--- config.mk ---
export PLATFORM = sky130hd
export DESIGN_NAME = control_unit
export DESIGN_NICKNAME = d
export VERILOG_FILES = /design/src/rtl/control_unit.sv
export SDC_FILE = /design/constraint.sdc
export NUM_CORES = 1
export LEC_CHECK = 0
export CAP_MARGIN = 30
export CELL_PAD_IN_SITES_DETAIL_PLACEMENT = 0
export CELL_PAD_IN_SITES_GLOBAL_PLACEMENT = 1
export CORE_ASPECT_RATIO = 1.4
export CORE_MARGIN = 10
export CORE_UTILIZATION = 42
export DETAILED_ROUTE_END_ITERATION = 7
export DONT_BUFFER_PORTS = 1
export PLACE_DENSITY_LB_ADDON = 0.1
export SYNTH_ARGS = -nofsm -noshare
export SYNTH_HDL_FRONTEND = slang
export SYNTH_SLANG_ARGS = --single-unit
--- constraint.sdc ---
create_clock -name clk -period 3 [get_ports clk]
set_clock_uncertainty 0.15 [all_clocks]
set_input_delay 0.75 -clock clk [delete_from_list [all_inputs] [get_ports clk]]
set_output_delay 0.75 -clock clk [all_outputs]
set_load 0.05 [all_outputs]
--- src/rtl/control_unit.sv ---
// Multi-cycle control sequencer: fetch T0-T2, opcode-dependent execute T3-T7, sticky HALT on an illegal opcode.
// Controls are decoded from state and ir_opcode in the same cycle; done and illegal are registered.
module control_unit (
    input  logic       clk,
    input  logic       clr,
    input  logic       run,
    input  logic [4:0] ir_opcode,
    output logic       pc_out,
    output logic       zlo_out,
    output logic       zhi_out,
    output logic       mdr_out,
    output logic       r_out,
    output logic       ba_out,
    output logic       c_sign_extended_out,
    output logic       mar_enable,
    output logic       mdr_enable,
    output logic       ir_enable,
    output logic       y_enable,
    output logic       z_enable,
    output logic       pc_enable,
    output logic       lo_enable,
    output logic       hi_enable,
    output logic       r_in,
    output logic       gra,
    output logic       grb,
    output logic       grc,
    output logic       read,
    output logic       ram_write,
    output logic       pc_increment,
    output logic [4:0] alu_op,
    output logic       done,
    output logic       illegal
);
    typedef enum logic [3:0] {
        IDLE, T0, T1, T2, T3, T4, T5, T6, T7, HALT
    } state_t;

    state_t state;

    logic is_ld, is_ldi, is_st, is_r, is_imm, is_md, is_un, is_legal;

    always_comb begin
        is_ld    = (ir_opcode == 5'b00000);
        is_ldi   = (ir_opcode == 5'b00001);
        is_st    = (ir_opcode == 5'b00010);
        is_r     = (ir_opcode >= 5'b00011) && (ir_opcode <= 5'b01011);
        is_imm   = (ir_opcode >= 5'b01100) && (ir_opcode <= 5'b01110);
        is_md    = (ir_opcode == 5'b01111) || (ir_opcode == 5'b10000);
        is_un    = (ir_opcode == 5'b10001) || (ir_opcode == 5'b10010);
        is_legal = (ir_opcode <= 5'b10010);
    end

    // Leaving the final execute state either chains straight into the next fetch or parks in IDLE.
    always_ff @(posedge clk) begin
        if (clr) begin
            state   <= IDLE;
            done    <= 1'b0;
            illegal <= 1'b0;
        end else begin
            done <= 1'b0;
            case (state)
                IDLE: if (run) state <= T0;
                T0:   state <= T1;
                T1:   state <= T2;
                T2:   state <= T3;
                T3: begin
                    if (!is_legal) begin
                        state   <= HALT;
                        illegal <= 1'b1;
                    end else begin
                        state <= T4;
                    end
                end
                T4: begin
                    if (is_un) begin
                        state <= run ? T0 : IDLE;
                        done  <= !run;
                    end else begin
                        state <= T5;
                    end
                end
                T5: begin
                    if (is_r || is_imm || is_ldi) begin
                        state <= run ? T0 : IDLE;
                        done  <= !run;
                    end else begin
                        state <= T6;
                    end
                end
                T6: begin
                    if (is_md) begin
                        state <= run ? T0 : IDLE;
                        done  <= !run;
                    end else begin
                        state <= T7;
                    end
                end
                T7: begin
                    state <= run ? T0 : IDLE;
                    done  <= !run;
                end
                HALT:    state <= HALT;
                default: state <= IDLE;
            endcase
        end
    end

    always_comb begin
        pc_out = 1'b0; zlo_out = 1'b0; zhi_out = 1'b0; mdr_out = 1'b0;
        r_out = 1'b0; ba_out = 1'b0; c_sign_extended_out = 1'b0;
        mar_enable = 1'b0; mdr_enable = 1'b0; ir_enable = 1'b0; y_enable = 1'b0;
        z_enable = 1'b0; pc_enable = 1'b0; lo_enable = 1'b0; hi_enable = 1'b0;
        r_in = 1'b0; gra = 1'b0; grb = 1'b0; grc = 1'b0;
        read = 1'b0; ram_write = 1'b0; pc_increment = 1'b0;
        alu_op = 5'b00000;
        case (state)
            T0: begin pc_out = 1'b1; mar_enable = 1'b1; pc_increment = 1'b1; z_enable = 1'b1; end
            T1: begin zlo_out = 1'b1; pc_enable = 1'b1; read = 1'b1; mdr_enable = 1'b1; end
            T2: begin mdr_out = 1'b1; ir_enable = 1'b1; end
            T3: begin
                if (is_r || is_imm) begin
                    grb = 1'b1; r_out = 1'b1; y_enable = 1'b1;
                end else if (is_ld || is_ldi || is_st) begin
                    grb = 1'b1; ba_out = 1'b1; y_enable = 1'b1;
                end else if (is_md) begin
                    gra = 1'b1; r_out = 1'b1; y_enable = 1'b1;
                end else if (is_un) begin
                    grb = 1'b1; r_out = 1'b1; z_enable = 1'b1; alu_op = ir_opcode;
                end
            end
            T4: begin
                if (is_r) begin
                    grc = 1'b1; r_out = 1'b1; z_enable = 1'b1; alu_op = ir_opcode;
                end else if (is_imm) begin
                    c_sign_extended_out = 1'b1; z_enable = 1'b1; alu_op = ir_opcode;
                end else if (is_ld || is_ldi || is_st) begin
                    c_sign_extended_out = 1'b1; z_enable = 1'b1; alu_op = 5'b00011;
                end else if (is_md) begin
                    grb = 1'b1; r_out = 1'b1; z_enable = 1'b1; alu_op = ir_opcode;
                end else if (is_un) begin
                    zlo_out = 1'b1; gra = 1'b1; r_in = 1'b1;
                end
            end
            T5: begin
                if (is_r || is_imm || is_ldi) begin
                    zlo_out = 1'b1; gra = 1'b1; r_in = 1'b1;
                end else if (is_ld || is_st) begin
                    zlo_out = 1'b1; mar_enable = 1'b1;
                end else if (is_md) begin
                    zlo_out = 1'b1; lo_enable = 1'b1;
                end
            end
            T6: begin
                if (is_ld) begin
                    read = 1'b1; mdr_enable = 1'b1;
                end else if (is_st) begin
                    gra = 1'b1; r_out = 1'b1; mdr_enable = 1'b1;
                end else if (is_md) begin
                    zhi_out = 1'b1; hi_enable = 1'b1;
                end
            end
            T7: begin
                if (is_ld) begin
                    mdr_out = 1'b1; gra = 1'b1; r_in = 1'b1;
                end else if (is_st) begin
                    ram_write = 1'b1;
                end
            end
            default: ;
        endcase
    end
endmodule

## After elaboration in Yosys (flattened, before gate mapping)

Index checks and enable logic that the tools add are counted.

| cells by class | value |
|---|---|
| reduce and logical (&&, ||, !) cells | 13 |
| $lt $le $gt $ge | 5 |
| muxes and demuxes | 79 |
| bitwise logic cells | 1 |
| equality and inequality tests | 16 |

Operators by type and width:

| kind | number |
|---|---|
| $mux W1 | 53 |
| $mux W5 | 8 |
| $pmux W4 S10 | 1 |
| $eq A4 B3 Y1 const B | 4 |
| $eq A5 B5 Y1 const B | 3 |
| $mux W4 | 3 |
| $pmux W1 S3 | 4 |
| $le A5 B4 Y1 const B | 2 |
| $pmux W1 S2 | 5 |
| $pmux W5 S2 | 1 |
| $eq A4 B2 Y1 const B | 2 |
| $eq A4 B4 Y1 const B | 2 |
| $logic_or A1 B1 Y1 | 7 |
| $mux W3 | 2 |
| $eq A5 B1 Y1 const B | 1 |
| $eq A5 B2 Y1 const B | 1 |
| $eq A5 B4 Y1 const B | 1 |
| $ge A5 B2 Y1 const B | 1 |
| $ge A5 B4 Y1 const B | 1 |
| $le A5 B5 Y1 const B | 1 |
| $logic_not A5 Y1 | 1 |
| $pmux W1 S5 | 1 |
| $eq A4 B1 Y1 const B | 1 |
| $logic_not A4 Y1 | 1 |
| other kinds (6) | 7 |

| storage, ports and cells | value |
|---|---|
| bits in registers | 6 |
| word-level logic and storage cells | 117 |
| bits of input ports | 8 |
| output and inout port bits | 29 |

## Logic depth before layout (Yosys ltp)

Gate-level depths: netlist of the first run.

| logic depth | value |
|---|---|
| word-level depth | 8 |
| gate-level depth with buffers | 6 |
| mapped depth without buffers | 4 |

## Worst setup path before layout of the first run

No wires, ideal clock.

| timing path | value |
|---|---|
| path type | input port to output port |
| start | input ir_opcode[0] |
| end | output alu_op[4] |
| data required time | 2100 ps |
| arrival | 3687 ps |
| setup slack | -1587 ps |
| path buffers | 1 |
| stages on the path | 3 |
| cell sequence | buf_4 -> or2_2 -> a2111oi_0 |

| between the ends | value |
|---|---|
| word-level cells in the longest chain between the ends | 7 |
| elaborated cells on any way between the ends | 27 |
| classes of those cells | order compare: 4; eq/ne: 6; mux: 9; reduce/logical: 8 |

RTL lines:

| element | line | source |
|---|---|---|
| start, declared | 7 | `input logic [4:0] ir_opcode,` |
| $eq A5 B4 Y1, or another cell as far along | 48 | `is_md = (ir_opcode == 5'b01111) \|\| (ir_opcode == 5'b10000);` |
| $logic_or A1 B1 Y1, on equally long branches | n/a |  |
| $mux W5, or another cell as far along | 138 | `end else if (is_md) begin` |
| $mux W5, on equally long branches | 136, 125 |  |
| $mux W5, on equally long branches | 134, 123 |  |
| $mux W5, on equally long branches | 132, 121 |  |
| $pmux W5 S2 (*) | 116 | `case (state)` |
| end, declared | 30 | `output logic [4:0] alu_op,` |

Mark *: on every way between the ends. The rest lies on a longest branch, timed or not.

## Worst setup path in the final report of the first run

| timing path | value |
|---|---|
| start | input ir_opcode[0] |
| end | output gra |

| between the ends | value |
|---|---|
| word-level cells in the longest chain between the ends | 8 |
| elaborated cells on any way between the ends | 32 |
| classes of those cells | order compare: 4; eq/ne: 6; mux: 13; reduce/logical: 9 |

RTL lines:

| element | line | source |
|---|---|---|
| $eq A5 B5 Y1 | 49 | `is_un = (ir_opcode == 5'b10001) \|\| (ir_opcode == 5'b10010);` |
| $logic_or A1 B1 Y1 | 49 |  |
| $mux W1 | 140 | `end else if (is_un) begin` |
| $mux W1 | 138 |  |
| $mux W1 | 136 | `end else if (is_ld \|\| is_ldi \|\| is_st) begin` |
| $mux W1 | 134 | `end else if (is_imm) begin` |
| $mux W1 | 132 | `if (is_r) begin` |
| $pmux W1 S5 (*) | 116 |  |
| end, declared | 24 | `output logic gra,` |

Marks and branches as above.

==> results of run 1 <==
==> cell type report <==
| cell class | count | share of cell area (%) |
|---|---|---|
| sequential | 6 | 8.80 |
| tap | 22 | 2.02 |
| timing repair buffer | 35 | 25.7 |
| multi-input combinational | 116 | 60.8 |
| clock buffer | 3 | 1.65 |
| inverter | 4 | 1.10 |
==> synth_stat cells, types with 2 or more instances <==
cell,number,area [sq um]
sky130_fd_sc_hd__o31a_1,2,17.5
sky130_fd_sc_hd__or3b_1,2,17.5
sky130_fd_sc_hd__nand2_1,8,30.0
sky130_fd_sc_hd__a31oi_1,2,12.5
sky130_fd_sc_hd__inv_1,3,11.3
sky130_fd_sc_hd__a211oi_1,2,15.0
sky130_fd_sc_hd__nor2_1,20,75.1
sky130_fd_sc_hd__buf_2,4,20.0
sky130_fd_sc_hd__and2_1,4,25.0
sky130_fd_sc_hd__or4_1,2,15.0
sky130_fd_sc_hd__nand2b_1,5,31.3
sky130_fd_sc_hd__nand3b_1,2,15.0
sky130_fd_sc_hd__buf_4,5,37.5
sky130_fd_sc_hd__or3_1,3,18.8
sky130_fd_sc_hd__nor2b_1,4,25.0
sky130_fd_sc_hd__o21ai_0,10,50.1
sky130_fd_sc_hd__nor3_1,8,40.0
sky130_fd_sc_hd__a21oi_1,9,45.0
sky130_fd_sc_hd__clkbuf_1,5,18.8
sky130_fd_sc_hd__nand3_1,2,10.0
sky130_fd_sc_hd__dfxtp_1,6,120
sky130_fd_sc_hd__or2_2,5,31.3
==> metal layers <==
layer | global-route usage (%) | part of all wire [%]
met5 | 0 | 0
met4 | 10.3 | 4.0
met3 | 4.00 | 6.8
met2 | 31.7 | 54
met1 | 15.3 | 35
==> power by group <==
| part | total [mW] | leakage, nW | switching (mW) | internal, mW |
|---|---|---|---|---|
| registers | 0.0922 | 0.0487 | 0.00878 | 0.0834 |
| logic | 0.187 | 0.441 | 0.119 | 0.0684 |
| clock network | 0.0793 | 0.0138 | 0.0337 | 0.0455 |
==> how the worst max path moves through the flow <==
stage / from / slack [ps] / end / depth (start not counted)
after floorplan: ir_opcode[0] / -250 / alu_op[4] / 3
after global placement: ir_opcode[4] / 30 / gra / 3
after detailed placement: ir_opcode[4] / -20 / gra / 3
after CTS: ir_opcode[2] / 20 / alu_op[1] / 4
after global routing: state[2] / 20 / ba_out / 4
final: ir_opcode[0] / 50 / gra / 4
==> registers in the layout (all words and copies together), names as in the netlist <==
register,count
illegal,1
state,4
done,1
==> per-stage QoR <==
stage	hold slack [ps]	setup slack, ps	setup TNS, ps
after floorplan	450	-246	-408
after global placement	581	30.7	0
after detailed placement	570	-19.3	-19.3
after CTS	412	16.9	0
after global routing	400	15.3	0
final	405	51.1	0
==> cell families (layout without fill, tap and decap cells) <==
| group | Yosys count | after routing | share of synthesized area [%] |
|---|---|---|---|
| DFF | 6 | 6 | 13.0 |
| and+or+nand+nor | 73 | 73 | 44.4 |
| xor gates and xnor gates | 2 | 2 | 1.90 |
| AOI/OAI and AO/OA | 41 | 41 | 30.8 |
| buffers and inverters | 18 | 42 | 9.91 |
==> out/qor.log, run 1 <==
INFO  run_status     status=completed
INFO  drt            routed-via-count=1188
INFO  worst_setup_path critical_path_class=input port to output pin
INFO  sta            maxSlewHeadroom=61.4%
INFO  placement      portBuffers=0
INFO  worst_setup_path critical_path.slowest_cell=sky130_fd_sc_hd__or3b_4
INFO  worst_setup_path buffers_inverters_on_critical_path=0
INFO  cells_and_area final_common_cell=sky130_fd_sc_hd__buf_4
INFO  clock_tree     h-tree-depth=1
INFO  worst_setup_path critPathArrivalTime=2050ps
INFO  worst_setup_path crit_path_cells=xnor2_1 > nor3_2 > a221o_2 > or3b_4
INFO  global_route   grt-ovfl-total=0
INFO  cells_and_area most-common-layout-cells=sky130_fd_sc_hd__buf_4, sky130_fd_sc_hd__nor2_1, sky130_fd_sc_hd__nand2_1, sky130_fd_sc_hd__o21ai_0, sky130_fd_sc_hd__buf_12
INFO  cells_and_area drive_above_1_share=42.1%
INFO  job            maxCapViolations=0
INFO  worst_setup_path worstReg2RegStart=state[1]
INFO  worst_setup_path reg2reg_setup_slack=980ps
INFO  worst_setup_path worstSetupEndpointType=output pin
INFO  worst_setup_path regToRegEndpoint=state[1]
INFO  cells_and_area syn_to_final_growth=48.0%
INFO  floorplanning  floorplan_die_area=4500squm
INFO  global_route   largest_net_degree_at_the_start_of_global_routing=16
INFO  drt            drt-total-wl=3780um
INFO  sta            finalCritPeriodShare=98.3%
INFO  clock_tree     postCtsHoldBufs=0
INFO  synth          syn_area_per_cell=6.59squm
INFO  cells_and_area layout.filler_cells=203
INFO  floorplanning  initial_utilization=43.4%
INFO  worst_setup_path worst-r2r-cell-count=5
INFO  clock_tree     cts_bufs_inserted=3
INFO  sta            setup_violations=0
INFO  cells_and_area finalInstanceArea=1370squm
INFO  synth          synth_warnings=0
INFO  clock_tree     max-clock-path-buffers=2
INFO  cells_and_area final-instance-count-excl-fill=186
INFO  cells_and_area nNetsFinal=174
INFO  clock_tree     clk_transition_reported_paths=50ps
INFO  placement      hpwl=3010um
INFO  clock_tree     postcts_setup_bufs=0
INFO  drt            post_drt_via_cell_ratio=6.39
INFO  global_route   first_pass_grt_wire_length=5750um
INFO  drt            firstDrtPassIters=4
INFO  global_route   grt_pass1_vias=1181
INFO  cells_and_area num_antenna_cells=0
INFO  sta            setup_repair_after_global_routing_missed_its_margin=no
INFO  floorplanning  fp.dieH=75.4um
INFO  drt            detailedRoute.firstIterationViolations=28
INFO  clock_tree     tritoncts_num_sinks=6
INFO  global_route   antenna_found_initial=0
INFO  floorplanning  coreArea=2130squm
INFO  worst_setup_path timing.critical_path.fanout_max=13
INFO  worst_setup_path worst_path_dominant_cell_family=simple AND/OR/NAND/NOR gates
INFO  worst_setup_path critPathLaunchType=input port
INFO  floorplanning  core.rowCount=20
INFO  clock_tree     number_of_gates_resized_after_cts=1
INFO  pwr            post-layout-total-power=0.359mW
INFO  cells_and_area footprint_of_the_multi_input_gates=830squm
INFO  floorplanning  ioPinCount=37
INFO  worst_hold_path hold_sp=clr
INFO  drt            route.detailed.drc=0
INFO  synth          yosys.cell_types.count=49
INFO  placement      placed_cells_incl_taps=183
INFO  sta            final-max-slew-violation-count=0
INFO  worst_hold_path worst_hold_path_type=input port to flip-flop
INFO  worst_setup_path max_incr_delay_on_cp=480ps
INFO  placement      postPlaceCellArea=1330squm
INFO  clock_tree     cts_tree=built
INFO  synth          synth-seq-area-share=13.0%
INFO  synth          number_of_enable_type_register_cells_in_the_synthesized_netlist=0
INFO  synth          synth-main-ff-cell=sky130_fd_sc_hd__dfxtp_1
INFO  worst_setup_path critPathRequiredTime=2100ps
INFO  placement      globalplace.congestion=0.888
INFO  pwr            power_leakage=0.504nW
INFO  drt            final_antenna_net_count=0
INFO  worst_hold_path hold_end=illegal
INFO  worst_hold_path whs_path_depth=1
INFO  floorplanning  die_w=59.6um
INFO  sta            timing.fmax=339MHz
INFO  drt            routed_length_per_placed_instance=20.3um
INFO  synth          synthArstFlopShare=0%
INFO  sta            final.min_clock_period=2950ps
INFO  synth          postSynthCellCount=140
INFO  sta            finalHoldViolCount=0
INFO  global_route   track_usage=16.7%
INFO  synth          yosys_register_bits=6
INFO  synth          net_count_after_synthesis=148
INFO  synth          netlist_area=922squm
INFO  cells_and_area postLayoutCoreUtil=64.2%
INFO  clock_tree     cts_root_buffer=sky130_fd_sc_hd__clkbuf_4
INFO  pwr            power_density_cells=263nW/um^2
INFO  clock_tree     insertion_delay=260ps
INFO  sta            timing_worst_slew_pin_value=580ps
INFO  cells_and_area register_area=120squm
INFO  pwr            max-vdd-ir-drop=0.000117V
No activity file was read; power rests on OpenSTA's default activity.
==> inputs of run 2 (changes only) <==
--- a/config.mk
+++ b/config.mk
@@ -14,6 +14,7 @@
 export DETAILED_ROUTE_END_ITERATION = 7
 export DONT_BUFFER_PORTS = 1
 export PLACE_DENSITY_LB_ADDON = 0.1
+export REMOVE_ABC_BUFFERS = 1
 export SYNTH_ARGS = -nofsm -noshare
 export SYNTH_HDL_FRONTEND = slang
 export SYNTH_SLANG_ARGS = --single-unit
==> run 2 against run 1 <==
Compared with the run above:
- clock power decreased by 9.0%
- highest routed layer unchanged
- flip-flop and latch count did not move
- die area is the same
- global-route usage is 2.6 points lower
- non-clock buffer count rose by 4
- routed wire length decreased by 11%
- largest power group unchanged
- register-to-register slack better by 60 ps
==> out/qor.log, run 2 (synthesized netlist as in run 1, its figures left out) <==
INFO  drt            routed_length_per_placed_instance=17.7um [-13%]
INFO  cells_and_area num_antenna_cells=0 [unchanged]
INFO  drt            firstDrtPassIters=4 [unchanged]
INFO  placement      placed_cells_incl_taps=187 [+2.2%]
INFO  global_route   track_usage=14.1% [-2.6 points]
INFO  drt            routed-via-count=1179 [-0.76%]
INFO  sta            maxSlewHeadroom=65.0% [+3.7 points]
INFO  clock_tree     tritoncts_num_sinks=6 [unchanged]
INFO  placement      portBuffers=0 [unchanged]
INFO  sta            setup_ws=42.2ps [-8.98 ps]
INFO  floorplanning  initial_utilization=43.4% [unchanged]
INFO  global_route   first_pass_grt_wire_length=5070um [-12%]
INFO  floorplanning  fp.dieH=75.4um [unchanged]
INFO  sta            timing.fmax=338MHz [-0.30%]
INFO  global_route   antenna_found_initial=0 [unchanged]
INFO  drt            route.detailed.drc=0 [unchanged]
INFO  clock_tree     cts_tree=built
INFO  cells_and_area syn_to_final_growth=41.2%
INFO  pwr            max-vdd-ir-drop=0.000253V [+120%]
INFO  cells_and_area final-instance-count-excl-fill=190 [+2.2%]
INFO  sta            setup_repair_after_global_routing_missed_its_margin=no
INFO  worst_setup_path critPathLaunchType=input port
INFO  global_route   grt_pass1_vias=1105 [-6.4%]
INFO  floorplanning  floorplan_die_area=4500squm [unchanged]
INFO  cells_and_area register_area=120squm [unchanged]
INFO  cells_and_area reg.largest.list=state x4, done x1, illegal x1
INFO  cells_and_area footprint_of_the_multi_input_gates=767squm [-7.5%]
INFO  sta            totalNegativeSetupSlack=0ps [unchanged]
INFO  worst_setup_path timing.critical_path.fanout_max=15 [+2]
INFO  worst_hold_path worst_hold_path_type=input port to flip-flop
INFO  cells_and_area most-common-layout-cells=sky130_fd_sc_hd__buf_4, sky130_fd_sc_hd__nor2_1, sky130_fd_sc_hd__a21oi_1
INFO  pwr            power_density_cells=260nW/um^2 [-0.86%]
INFO  drt            post_drt_via_cell_ratio=6.21 [-2.8%]
INFO  sta            finalCritPeriodShare=98.6% [+0.30 points]
INFO  cells_and_area postLayoutCoreUtil=61.2% [-2.9 points]
INFO  clock_tree     cts_bufs_inserted=3 [unchanged]
INFO  run_status     status=completed
INFO  worst_setup_path worstSetupEndpointType=output pin
INFO  cells_and_area final_common_cell=sky130_fd_sc_hd__buf_4
INFO  sta            hold_slack=426ps [+21.6 ps]
INFO  floorplanning  core.rowCount=20 [unchanged]
INFO  sta            timing_worst_slew_pin_value=524ps [-55.9 ps]
INFO  global_route   grt-ovfl-total=0 [unchanged]
INFO  sta            final-max-slew-violation-count=0 [unchanged]
INFO  sta            setup_violations=0 [unchanged]
INFO  cells_and_area nNetsFinal=178 [+2.3%]
INFO  sta            final.min_clock_period=2960ps [+8.98 ps]
INFO  placement      hpwl=2740um [-9.1%]
INFO  worst_setup_path critical_path_class=input port to output pin
INFO  floorplanning  die_w=59.6um [unchanged]
INFO  floorplanning  ioPinCount=37 [unchanged]
INFO  worst_setup_path critPathRequiredTime=2100ps [about the same]
INFO  cells_and_area largest-register=state
INFO  worst_setup_path critPathArrivalTime=2060ps [about the same]
INFO  clock_tree     insertion_delay=240ps [-20 ps]
INFO  clock_tree     cts_root_buffer=sky130_fd_sc_hd__clkbuf_4
INFO  drt            drt-total-wl=3360um [-11%]
INFO  clock_tree     max-clock-path-buffers=2 [unchanged]
INFO  cells_and_area layout.filler_cells=209 [+3.0%]
INFO  drt            final_antenna_net_count=0 [unchanged]
INFO  placement      dpl_worst_slack=5.98ps [+25.3 ps]
INFO  global_route   largest_net_degree_at_the_start_of_global_routing=16 [unchanged]
INFO  cells_and_area drive_above_1_share=38.1% [-4.0 points]
INFO  clock_tree     h-tree-depth=1 [unchanged]
INFO  clock_tree     postCtsHoldBufs=0 [unchanged]
INFO  pwr            power_leakage=0.516nW [+2.4%]
INFO  sta            finalHoldViolCount=0 [unchanged]
INFO  drt            detailedRoute.firstIterationViolations=21 [-25%]
INFO  job            maxCapViolations=0 [unchanged]
INFO  placement      globalplace.congestion=0.891 [+0.25%]
INFO  cells_and_area largest_register_ffs=4 [unchanged]
INFO  floorplanning  coreArea=2130squm [unchanged]
INFO  clock_tree     postcts_setup_bufs=0 [unchanged]
INFO  clock_tree     clk_transition_reported_paths=40ps [about the same]
run 2: cell types whose count changed in the layout (fill, tap and decap cells not counted), sizes merged:
| cell | change |
|---|---|
| buf | +4 |
run 2: metrics by stage:
step                      cell area, sq um  power [mW]
after floorplan                        846       0.201
after global placement                1260       0.263
after detailed placement              1260       0.264
after CTS                             1290       0.342
after global routing                  1300       0.359
final                                 1300       0.339
run 2: report_power, final:
group | switching, mW | internal [mW]
combinational | 0.112 | 0.0628
sequential | 0.00841 | 0.0835
clock | 0.0271 | 0.0451
run 2: worst max-delay path, cell delays in order:
cell and delay [ps]:
sky130_fd_sc_hd__or4_4 530, sky130_fd_sc_hd__buf_4 160, sky130_fd_sc_hd__or2_2 280, sky130_fd_sc_hd__o21ai_1 130
sky130_fd_sc_hd__buf_4 210
run 2: path summary, 6_finish.rpt:
check | from | cells past startpoint | to | slack (ps)
hold reg to reg | state[3] | 4 | done | 580
setup / recovery | ir_opcode[4] | 5 | read | 40
setup reg to reg | state[0] | 5 | state[2] | 1040
hold / removal | clr | 1 | illegal | 430
run 2: cell type report:
type | count | area share (%)
Tap cell | 22 | 2.11
Timing Repair Buffer | 39 | 26.9
Sequential cell | 6 | 9.22
Clock buffer | 3 | 1.73
Inverter | 4 | 1.15
Multi-Input combinational cell | 116 | 58.9
run 2: repair_timing:
item / 4_1_cts / 5_1_grt
setup endpoints to repair: 2 / 3
pin swaps: 1 / 1
gates resized for setup: 2 / 3
run 2: layer usage:
layer  vias to the layer above  track usage, %  share of wire (%)
li1                        570               -                  -
met1                       561            13.9                 38
met2                        36            25.6                 53
met3                        12            4.17                7.0
met4                         0            7.50                2.3
met5                         -               0                  0
==> inputs of run 3 (changes only) <==
--- a/config.mk
+++ b/config.mk
@@ -5,12 +5,13 @@
 export SDC_FILE = /design/constraint.sdc
 export NUM_CORES = 1
 export LEC_CHECK = 0
+export ABC_AREA = 1
 export CAP_MARGIN = 30
 export CELL_PAD_IN_SITES_DETAIL_PLACEMENT = 0
 export CELL_PAD_IN_SITES_GLOBAL_PLACEMENT = 1
 export CORE_ASPECT_RATIO = 1.4
 export CORE_MARGIN = 10
-export CORE_UTILIZATION = 42
+export CORE_UTILIZATION = 38
 export DETAILED_ROUTE_END_ITERATION = 7
 export DONT_BUFFER_PORTS = 1
 export PLACE_DENSITY_LB_ADDON = 0.1
==> run 3 against run 2 <==
Compared with the run above:
- via count down 17%
- combinational power down 9%
- count of clock-buffer cells in the layout unchanged
- critical endpoint is now alu_op[1]
- largest cell class unchanged
- largest power group unchanged
==> out/qor.log, run 3 <==
INFO  run_status     status=completed
INFO  pwr            combPwrFrac=49.6% [-2.0 points]
INFO  clock_tree     clk_transition_reported_paths=40ps [about the same]
INFO  pwr            net-switching-power=0.154mW [+4.5%]
INFO  sta            timing_worst_slew_pin_value=500ps [-23.4 ps]
INFO  cells_and_area largest-register=state
INFO  global_route   grtUsageMet3=4.01% [-0.16 points]
INFO  floorplanning  fp.dieH=72.5um [-4.0%]
INFO  worst_setup_path critical_path.slowest_cell=sky130_fd_sc_hd__buf_4
INFO  worst_hold_path worst_hold_path_type=input port to flip-flop
INFO  synth          area_share_of_the_leading_cell_type_in_the_synthesized_netlist=16.1% [+3.1 points]
INFO  clock_tree     postCtsHoldBufs=0 [unchanged]
INFO  worst_setup_path worstReg2RegStart=state[3]
INFO  clock_tree     insertion_delay=240ps [about the same]
INFO  floorplanning  floorplan_die_area=4160squm [-7.4%]
INFO  worst_setup_path timing.critical_path.fanout_max=6 [-9]
INFO  job            maxCapViolations=0 [unchanged]
INFO  global_route   first_pass_grt_wire_length=4330um [-15%]
INFO  cells_and_area syn_to_final_growth=29.3%
INFO  clock_tree     cts_bufs_inserted=3 [unchanged]
INFO  pwr            power_density_cells=334nW/um^2 [+28%]
INFO  cells_and_area final-instance-count-excl-fill=183 [-3.7%]
INFO  floorplanning  core.rowCount=18 [-10%]
INFO  cells_and_area postLayoutCoreUtil=52.9% [-8.3 points]
INFO  sta            hold_slack=427ps [+0.966 ps]
INFO  drt            post_drt_via_cell_ratio=5.37 [-13%]
INFO  placement      hpwl=2240um [-18%]
INFO  pwr            netSwitchingFraction=47.8% [+4.3 points]
INFO  synth          postSynthCellCount=140 [unchanged]
INFO  cells_and_area largest_register_ffs=4 [unchanged]
INFO  global_route   grt-ovfl-total=0 [unchanged]
INFO  sta            setup_violations=0 [unchanged]
INFO  worst_hold_path whs_path_depth=1 [unchanged]
INFO  drt            route.detailed.drc=0 [unchanged]
INFO  worst_setup_path critical_path_class=input port to output pin
INFO  global_route   grtUsageMet1=13.0% [-0.93 points]
INFO  global_route   globalRoute.busiestLayer=met2
INFO  placement      portBuffers=0 [unchanged]
INFO  synth          number_of_enable_type_register_cells_in_the_synthesized_netlist=0 [unchanged]
INFO  synth          synthArstFlopShare=0% [unchanged]
INFO  drt            final_antenna_net_count=0 [unchanged]
INFO  worst_setup_path reg2reg_setup_slack=1380ps [+340 ps]
INFO  synth          syn_area_per_cell=5.34squm [-19%]
INFO  worst_setup_path worst-r2r-cell-count=5 [unchanged]
INFO  floorplanning  initial_utilization=40.9% [-2.4 points]
INFO  worst_setup_path critPathRequiredTime=2100ps [about the same]
INFO  pwr            clockPowerShare=21.9% [+0.6 points]
INFO  cells_and_area final_common_cell=sky130_fd_sc_hd__nand2_1
INFO  cells_and_area layout.filler_cells=211 [+0.96%]
INFO  placement      postPlaceCellArea=943squm [-25%]
INFO  worst_setup_path worstSetupEndpointType=output pin
INFO  floorplanning  die_w=57.5um [-3.6%]
INFO  sta            maxSlewHeadroom=66.6% [+1.6 points]
INFO  synth          yosys_register_bits=6 [unchanged]
INFO  worst_setup_path critPathArrivalTime=1780ps [-280 ps]
INFO  global_route   track_usage=12.3% [-1.8 points]
INFO  worst_hold_path hold_end=illegal
INFO  sta            finalHoldViolCount=0 [unchanged]
INFO  drt            routed_length_per_placed_instance=14.2um [-19%]
INFO  pwr            internal_power=0.168mW [-12%]
INFO  pwr            max-vdd-ir-drop=0.000169V [-33%]
INFO  sta            finalCritPeriodShare=89.2% [-9.4 points]
INFO  synth          synth-seq-area-share=16.1% [+3.1 points]
INFO  cells_and_area finalInstanceArea=966squm [-26%]
INFO  sta            final-max-slew-violation-count=0 [unchanged]
INFO  clock_tree     tritoncts_num_sinks=6 [unchanged]
INFO  drt            drt-total-wl=2600um [-22%]
INFO  global_route   largest_net_degree_at_the_start_of_global_routing=10 [-6]
INFO  synth          synth_warnings=0 [unchanged]
INFO  synth          yosys.cell_types.count=22 [-55%]
INFO  synth          post-synth-top-area-cell=sky130_fd_sc_hd__dfxtp_1
INFO  worst_setup_path critPathLaunchType=input port
INFO  drt            firstDrtPassIters=4 [unchanged]
INFO  worst_setup_path max_incr_delay_on_cp=220ps [-310 ps]
INFO  sta            timing.fmax=374MHz [+11%]
INFO  sta            final.min_clock_period=2680ps [-281 ps]
INFO  clock_tree     postcts_setup_bufs=0 [unchanged]
INFO  cells_and_area most-common-layout-cells=sky130_fd_sc_hd__nand2_1, sky130_fd_sc_hd__inv_1, sky130_fd_sc_hd__buf_4
INFO  cells_and_area num_antenna_cells=0 [unchanged]
INFO  drt            routed-via-count=983 [-17%]
INFO  synth          cell_with_the_most_instances_after_synthesis=sky130_fd_sc_hd__nand2_1
INFO  cells_and_area reg.largest.list=state x4, done x1, illegal x1
INFO  global_route   grt_use_met2=21.7% [-4.0 points]
INFO  pwr            power_leakage=0.487nW [-5.5%]
INFO  synth          netlist_area=747squm [-19%]
INFO  sta            setup_repair_after_global_routing_missed_its_margin=no
INFO  sta            totalNegativeSetupSlack=0ps [unchanged]
INFO  cells_and_area nNetsFinal=173 [-2.8%]
INFO  clock_tree     cts_root_buffer=sky130_fd_sc_hd__clkbuf_4
INFO  clock_tree     number_of_gates_resized_after_cts=0 [-2]
INFO  pwr            seq_power_share=28.6% [+1.5 points]
INFO  clock_tree     cts_tree=built
INFO  placement      globalplace.congestion=0.899 [+0.91%]
INFO  synth          synth-main-ff-cell=sky130_fd_sc_hd__dfxtp_1
INFO  placement      placed_cells_incl_taps=180 [-3.7%]
INFO  synth          synth_common_cells=sky130_fd_sc_hd__nand2_1, sky130_fd_sc_hd__inv_1, sky130_fd_sc_hd__nor2_1, sky130_fd_sc_hd__nand3_1, sky130_fd_sc_hd__a21oi_1
INFO  synth          synth_top_cells_by_area=sky130_fd_sc_hd__dfxtp_1, sky130_fd_sc_hd__nand2_1, sky130_fd_sc_hd__inv_1
INFO  floorplanning  coreArea=1820squm [-14%]
INFO  worst_setup_path crit_path_cells=nor2_4 > nand2_1 > inv_1 > nand3_1 > nand2_1 > inv_1 > o22ai_1 > buf_4
INFO  global_route   antenna_found_initial=0 [unchanged]
INFO  floorplanning  ioPinCount=37 [unchanged]
INFO  clock_tree     h-tree-depth=1 [unchanged]
INFO  clock_tree     max-clock-path-buffers=2 [unchanged]
INFO  drt            detailedRoute.firstIterationViolations=28 [+33%]
INFO  cells_and_area drive_above_1_share=23.3% [-15 points]
INFO  global_route   grt_pass1_vias=958 [-13%]
INFO  worst_hold_path hold_sp=clr
INFO  worst_setup_path regToRegEndpoint=state[1]
## run 3: worst max path at each step
stage                       from          to  slack [ps]
finish              ir_opcode[2]   alu_op[1]         320
global route            state[3]   alu_op[1]         140
CTS                     state[3]   alu_op[1]         330
detailed placement  ir_opcode[2]   alu_op[1]         330
global placement    ir_opcode[0]   alu_op[0]         330
floorplan               state[3]  mar_enable        -530
## run 3: layer usage
| metal | up-vias | share of wire, % |
|---|---|---|
| met5 | - | 0 |
| met4 | 0 | 2.0 |
| met3 | 6 | 8.6 |
| met2 | 34 | 52 |
| met1 | 438 | 37 |
| li1 | 505 | - |
## run 3: cell families after synthesis
group | Yosys count | share of synthesized area, %
buf+inv | 28 | 16.1
compound gates | 24 | 18.9
flops | 6 | 16.1
simple gates | 82 | 48.9
## run 3: worst max-delay path: cells and delay by family
kind	cells	cell delay, ps
AO/OA/AOI/OAI	1	110
buffers and inverters	3	420
AND/OR/NAND/NOR	4	490
## run 3: layout make-up
cell class                 count  area (sq um)  area share, %
sequential                     6           120           12.4
multi-input combinational    106           519           53.8
timing repair buffer          23           185           19.2
tap                           20          25.0           2.59
inverter                      25          93.8           9.72
clock buffer                   3          22.5           2.33
## run 3: per-stage QoR
| step | power, mW | worst slack, ps |
|---|---|---|
| 5_1_grt | 0.342 | 140 |
| 6_report | 0.323 | 324 |
| 4_1_cts | 0.326 | 325 |
| 3_5_place_dp | 0.253 | 328 |
| 3_3_place_gp | 0.253 | 334 |
| 2_1_floorplan | 0.215 | -526 |
## run 3: power by group through the flow
stage                     clock network, mW  logic, mW  registers [mW]
after floorplan                           0      0.123          0.0914
after global placement                    0      0.160          0.0935
after detailed placement                  0      0.160          0.0932
after CTS                            0.0740      0.160          0.0921
after global routing                 0.0772      0.171          0.0933
final                                0.0707      0.160          0.0922
